`config.mk`:
```
export PLATFORM = sky130hd
export DESIGN_NAME = gerenciador_vidas
export DESIGN_NICKNAME = d
export VERILOG_FILES = /design/src/rtl/gerenciador_vidas.sv
export SDC_FILE = /design/constraint.sdc
export NUM_CORES = 1
export LEC_CHECK = 0
export BUFFER_PORTS_ARGS = -buffer_cell sky130_fd_sc_hd__buf_4
export CAP_MARGIN = 20
export CORE_MARGIN = 2
export CORE_UTILIZATION = 50
export DETAILED_ROUTE_END_ITERATION = 12
export PLACE_DENSITY = 0.75
export SYNTH_ARGS = -nofsm -noshare
export SYNTH_HDL_FRONTEND = slang
export SYNTH_SLANG_ARGS = --single-unit
```
`constraint.sdc`:
```
create_clock -name clock -period 1.8 [get_ports clock]
set_input_delay 0.36 -clock clock [delete_from_list [all_inputs] [get_ports clock]]
set_output_delay 0.36 -clock clock [all_outputs]
set_load 0.02 [all_outputs]
```
`src/rtl/gerenciador_vidas.sv`:
```
// Life-management controller: start, damage with immunity window, bonus lives, game over.
// Optional feature macro: BONUS_VIDA_EN (when undefined, the bonus input is ignored).
module gerenciador_vidas #(
  parameter int VIDAS_INICIAIS  = 3,
  parameter int MAX_VIDAS       = 7,
  parameter int COOLDOWN_CICLOS = 4
) (
  input  logic       clock,
  input  logic       reset,
  input  logic       iniciar,
  input  logic       dano,
  input  logic       bonus,
  output logic [2:0] vidas,
  output logic       jogando,
  output logic       imune,
  output logic       fim_jogo,
  output logic       dano_aceito,
  output logic [1:0] estado
);

  // Handshake: none. dano, bonus and iniciar are level-sampled on every rising
  // edge; there is no ready/backpressure, dano_aceito reports a hit that was applied.

  typedef enum logic [1:0] {
    OCIOSO  = 2'd0,
    JOGANDO = 2'd1,
    IMUNE   = 2'd2,
    FIM     = 2'd3
  } estado_t;

  estado_t    est;
  logic [7:0] contador;
  logic       bonus_ef;
  logic [3:0] soma;
  logic [2:0] prox_jogando;
  logic [2:0] prox_imune;

`ifdef BONUS_VIDA_EN
  assign bonus_ef = bonus;
`else
  assign bonus_ef = bonus & 1'b0;
`endif

  // Four bits so the sum can exceed the ceiling (or dip) before saturation.
  always_comb begin
    soma = {1'b0, vidas} + {3'b000, bonus_ef} - {3'b000, dano};
    if (vidas == 3'd0 && dano && !bonus_ef)
      soma = 4'd0;
    if (soma > 4'(MAX_VIDAS))
      prox_jogando = 3'(MAX_VIDAS);
    else
      prox_jogando = soma[2:0];
    if ({1'b0, vidas} + {3'b000, bonus_ef} > 4'(MAX_VIDAS))
      prox_imune = 3'(MAX_VIDAS);
    else
      prox_imune = vidas + {2'b00, bonus_ef};
  end

  assign estado = est;

  always_ff @(posedge clock) begin
    if (!reset) begin
      est         <= OCIOSO;
      vidas       <= 3'd0;
      contador    <= 8'd0;
      jogando     <= 1'b0;
      imune       <= 1'b0;
      fim_jogo    <= 1'b0;
      dano_aceito <= 1'b0;
    end else begin
      dano_aceito <= 1'b0;
      case (est)
        OCIOSO, FIM: begin
          if (iniciar) begin
            est      <= JOGANDO;
            vidas    <= 3'(VIDAS_INICIAIS);
            jogando  <= 1'b1;
            imune    <= 1'b0;
            fim_jogo <= 1'b0;
          end
        end
        JOGANDO: begin
          vidas <= prox_jogando;
          if (dano) begin
            dano_aceito <= 1'b1;
            if (prox_jogando == 3'd0) begin
              est      <= FIM;
              jogando  <= 1'b0;
              fim_jogo <= 1'b1;
            end else begin
              est      <= IMUNE;
              imune    <= 1'b1;
              contador <= 8'(COOLDOWN_CICLOS - 1);
            end
          end
        end
        IMUNE: begin
          vidas <= prox_imune;
          if (contador == 8'd0) begin
            est   <= JOGANDO;
            imune <= 1'b0;
          end else begin
            contador <= contador - 8'd1;
          end
        end
        default: begin
          est <= OCIOSO;
        end
      endcase
    end
  end

endmodule

```
==> results.rst <==
.. list-table::
   :header-rows: 1

   * - Metric
     - Value
   * - Result of the run
     - complete, but fails checks
   * - Violated checks
     - setup timing
   * - Violation count after the first detailed-routing iteration
     - 55
   * - Post-synthesis instance total
     - around 130
   * - Die height
     - around 50 µm
   * - Hold Fails Final Rpt
     - 0
   * - Launch point of the worst hold path
     - iniciar
   * - Gpl congestion
     - approximately 0.82
   * - Clock-pin slew reported for the worst setup and hold paths after clock tree synthesis
     - roughly 0.10 ns
   * - Mapped Avg Cell Area
     - a little over 8 µm²
   * - Arrival time reported for the critical path endpoint
     - just over 2 ns
   * - Standard-cell row count
     - 16
   * - Slew at the pin closest to its max-slew limit
     - around 0.41 ns
   * - CTS tree
     - done
   * - Final sum of negative setup slack
     - -0.168 ns
   * - Setup repair after global routing missed its margin
     - true
   * - Met1 Track Usage GR
     - approximately 28%
   * - H-tree levels
     - 1
   * - Type of the worst min-delay path
     - input pin to flop
   * - Critical R2R Launch
     - contador[4]
   * - Number of primary I/O pins
     - 14
   * - Minimum period implied by the final worst setup slack
     - approximately 1.8 ns
   * - Period Utilization, post-route
     - 102%
   * - Post-synthesis register bit count
     - 17
   * - Number of synthesis warnings
     - 0
   * - Worst Path Class, Setup
     - flop to flop
   * - Finish-stage setup viols
     - 5
   * - Via total after detailed routing
     - 1084
   * - Total CTS buffers
     - 3
   * - Relative slew margins
     - around 73%
   * - Number of buffers on the longest clock path
     - 2
   * - Die Footprint
     - 2430 µm²
   * - Leakage power figure
     - 0.613 nW
   * - Residual DRC
     - 0
   * - Iteration count of the initial detailed-routing pass
     - 4
   * - Number of global-route vias before repair
     - around 1000
   * - Met2 track demand over resource
     - 38.5%
   * - Antenna Violating Nets Remaining
     - 0
   * - Placement-stage worst setup slack
     - -0.217 ns
   * - Crit. Startpoint
     - contador[4]
   * - Worst Hold Depth
     - 3
   * - Req. time, crit path
     - approximately 2 ns
   * - Number of clock sinks
     - 17
   * - Global Route Usage Sum
     - between 20 and 25%
   * - Horiz. Die Dim
     - 49.2 µm
   * - Drt via density
     - ~5.9
   * - Kind of start point of the critical path
     - flop
   * - Area growth syn-to-layout
     - 42.2%
   * - Combined area of all synthesized cells
     - around 1000 µm²
   * - Distinct cells, synth
     - roughly 40
   * - First-pass GRT wire length
     - ~4300 µm
   * - Synth Net Count
     - between 100 and 150
   * - Upper clock frequency limit
     - ~0.54 GHz
   * - PortBufs
     - 12
   * - Number of nets in the final layout
     - between 150 and 200
   * - Routed WL per cell
     - roughly 15 µm
   * - Source-to-sink clock delay at the later pin of the worst-skew pair
     - ~0.30 ns
   * - Area of the multi-input gates
     - between 700 and 800 µm²
   * - Total length of routed wires
     - 2800 µm
   * - Number of cells on the worst reg-to-reg path
     - 7
   * - Storage cell area
     - between 300 and 400 µm²
   * - Max-slew violations
     - 0
   * - Fillers
     - between 100 and 150
   * - Gr ovfl total
     - 0
   * - Diodes inserted
     - 0
   * - Post-synth top flop
     - dfxtp_1
   * - Max_cap viols
     - 0
   * - Category of the worst setup path capture point
     - flop
   * - Layout cells sized above 1
     - a little over two fifths
   * - Clock Root Buffer
     - clkbuf_4
   * - Number of synthesized flops with an enable pin
     - 0
   * - Largest driver fanout on the critical path
     - 4
   * - Total chip power
     - 0.00241 W
   * - Total core area
     - just under 2000 µm²
   * - Post-route design area
     - 1460 µm²
   * - Final setup slack of the worst path
     - -0.0408 ns
   * - Placed cell areas
     - 1300 µm²
   * - Detailed-placement wirelength estimate
     - between 2000 and 2500 µm
   * - Clock Skew
     - around 0.0012 ns
   * - Number of placed instances, taps included
     - ~180
   * - Global-route track usage on met3
     - under 10%
   * - Register area share after synthesis
     - 33.3%
   * - Initial standard-cell utilization of the core
     - a little over half
   * - VDD IR-drop max
     - approximately 1.3 mV
   * - Most used routing layer in global routing
     - met2
   * - Largest net degree at the start of global routing
     - 15
   * - Fraction of synthesis flops using an asynchronous set or reset pin
     - 0%
   * - Count of placed standard cells in the final layout, fillers left out
     - ~190
   * - Initial antenna violation count
     - 0
   * - Areal power density over the cells
     - roughly 1700 nW/µm²
==> layout make-up <==
cell class / instances / area share, %
timing repair buffer: 34 / 17.8
inverter: 11 / 2.84
sequential: 17 / 23.9
tap: 27 / 2.32
multi-input combinational: 92 / 51.3
clock buffer: 4 / 1.81
==> sequential cells by signal, indices dropped and copies added, names as in the netlist <==
name,flops
dano_aceito,1
vidas,3
jogando,1
fim_jogo,1
imune,1
contador,8
estado,2
==> critical path, stage by stage, from the launching register on <==
cell and delay (ns):
dfxtp_2 0.33, or4_4 0.56, o41ai_4 0.28, buf_4 0.17, a211oi_2 0.05, buf_4 0.16
a21oi_1 0.12, nor2_1 0.06
==> power breakdown <==
| group | total (W) | switching, W | leakage [nW] | internal, W |
|---|---|---|---|---|
| clock | 0.000214 | 0.000127 | 0.0150 | 0.0000865 |
| sequential | 0.000579 | 0.0000888 | 0.141 | 0.000490 |
| combinational | 0.00161 | 0.000855 | 0.458 | 0.000758 |
| total | 0.00241 | 0.00107 | 0.613 | 0.00133 |
==> per-layer routing <==
layer / share of wire (%) / vias to the layer above
li1: - / 520
met2: 48 / 45
met4: 2.6 / 0
met5: 0 / -
met3: 5.3 / 9
met1: 45 / 510
==> cells by family after synthesis <==
kind of cell / synth area share, %
DFF: 33.3
buffers and inverters: 6.11
adders and majority gates: 7.33
AOI/OAI and AO/OA: 29.6
muxes: 0.978
and+or+nand+nor: 22.7
==> final timing paths <==
check,end,slack (ns)
worst max-delay path,contador[4],-0.04
worst min-delay path,fim_jogo,0.36
worst max register to register,contador[4],-0.04
worst min register to register,jogando,0.51
==> layout by cell type (no fill, tap or decap), drive strengths merged, types with 3 or more instances in the layout <==
cell type and count:
clkbuf 4, a21oi 11, o221a 3, dfxtp 17, nor3 4, nor2 10, ha 6, a21boi 3
o21ai 8, buf 34, inv 11, nand2 11
==> cell usage after synthesis (all sizes together), types with 2 or more instances <==
cell,n,area (µm²)
nor2,10,37.5
o22ai,2,12.5
nor3,4,20.0
o21a,2,15.0
a21boi,3,22.5
nand3b,2,15.0
nor2b,2,12.5
inv,11,41.3
a211oi,2,15.0
a21oi,11,55.1
ha,6,75.1
o41ai,2,36.3
nand2b,2,12.5
o221a,3,33.8
a311oi,2,17.5
buf,2,10.0
or2,2,12.5
dfxtp,17,340
o21ai,8,40.0
clkbuf,3,11.3
nand2,11,43.8
o211ai,2,15.0
==> timing repair <==
| item | 4_1_cts | 5_1_grt |
|---|---|---|
| pin swaps | 6 | 9 |
| endpoints found under the setup margin | 11 | 12 |
| hold buffers | 0 | 0 |
| resized for setup | 8 | 14 |
| buffers inserted | 0 | 3 |
==> stage by stage <==
step	hold WS, ns	utilization [%]
floorplan	0.480	-
global placement	0.464	66.9
detailed placement	0.497	66.9
CTS	0.368	70.6
global route	0.362	74.9
finish	0.363	74.9
Note: power is estimated with default switching activity, not from simulation.
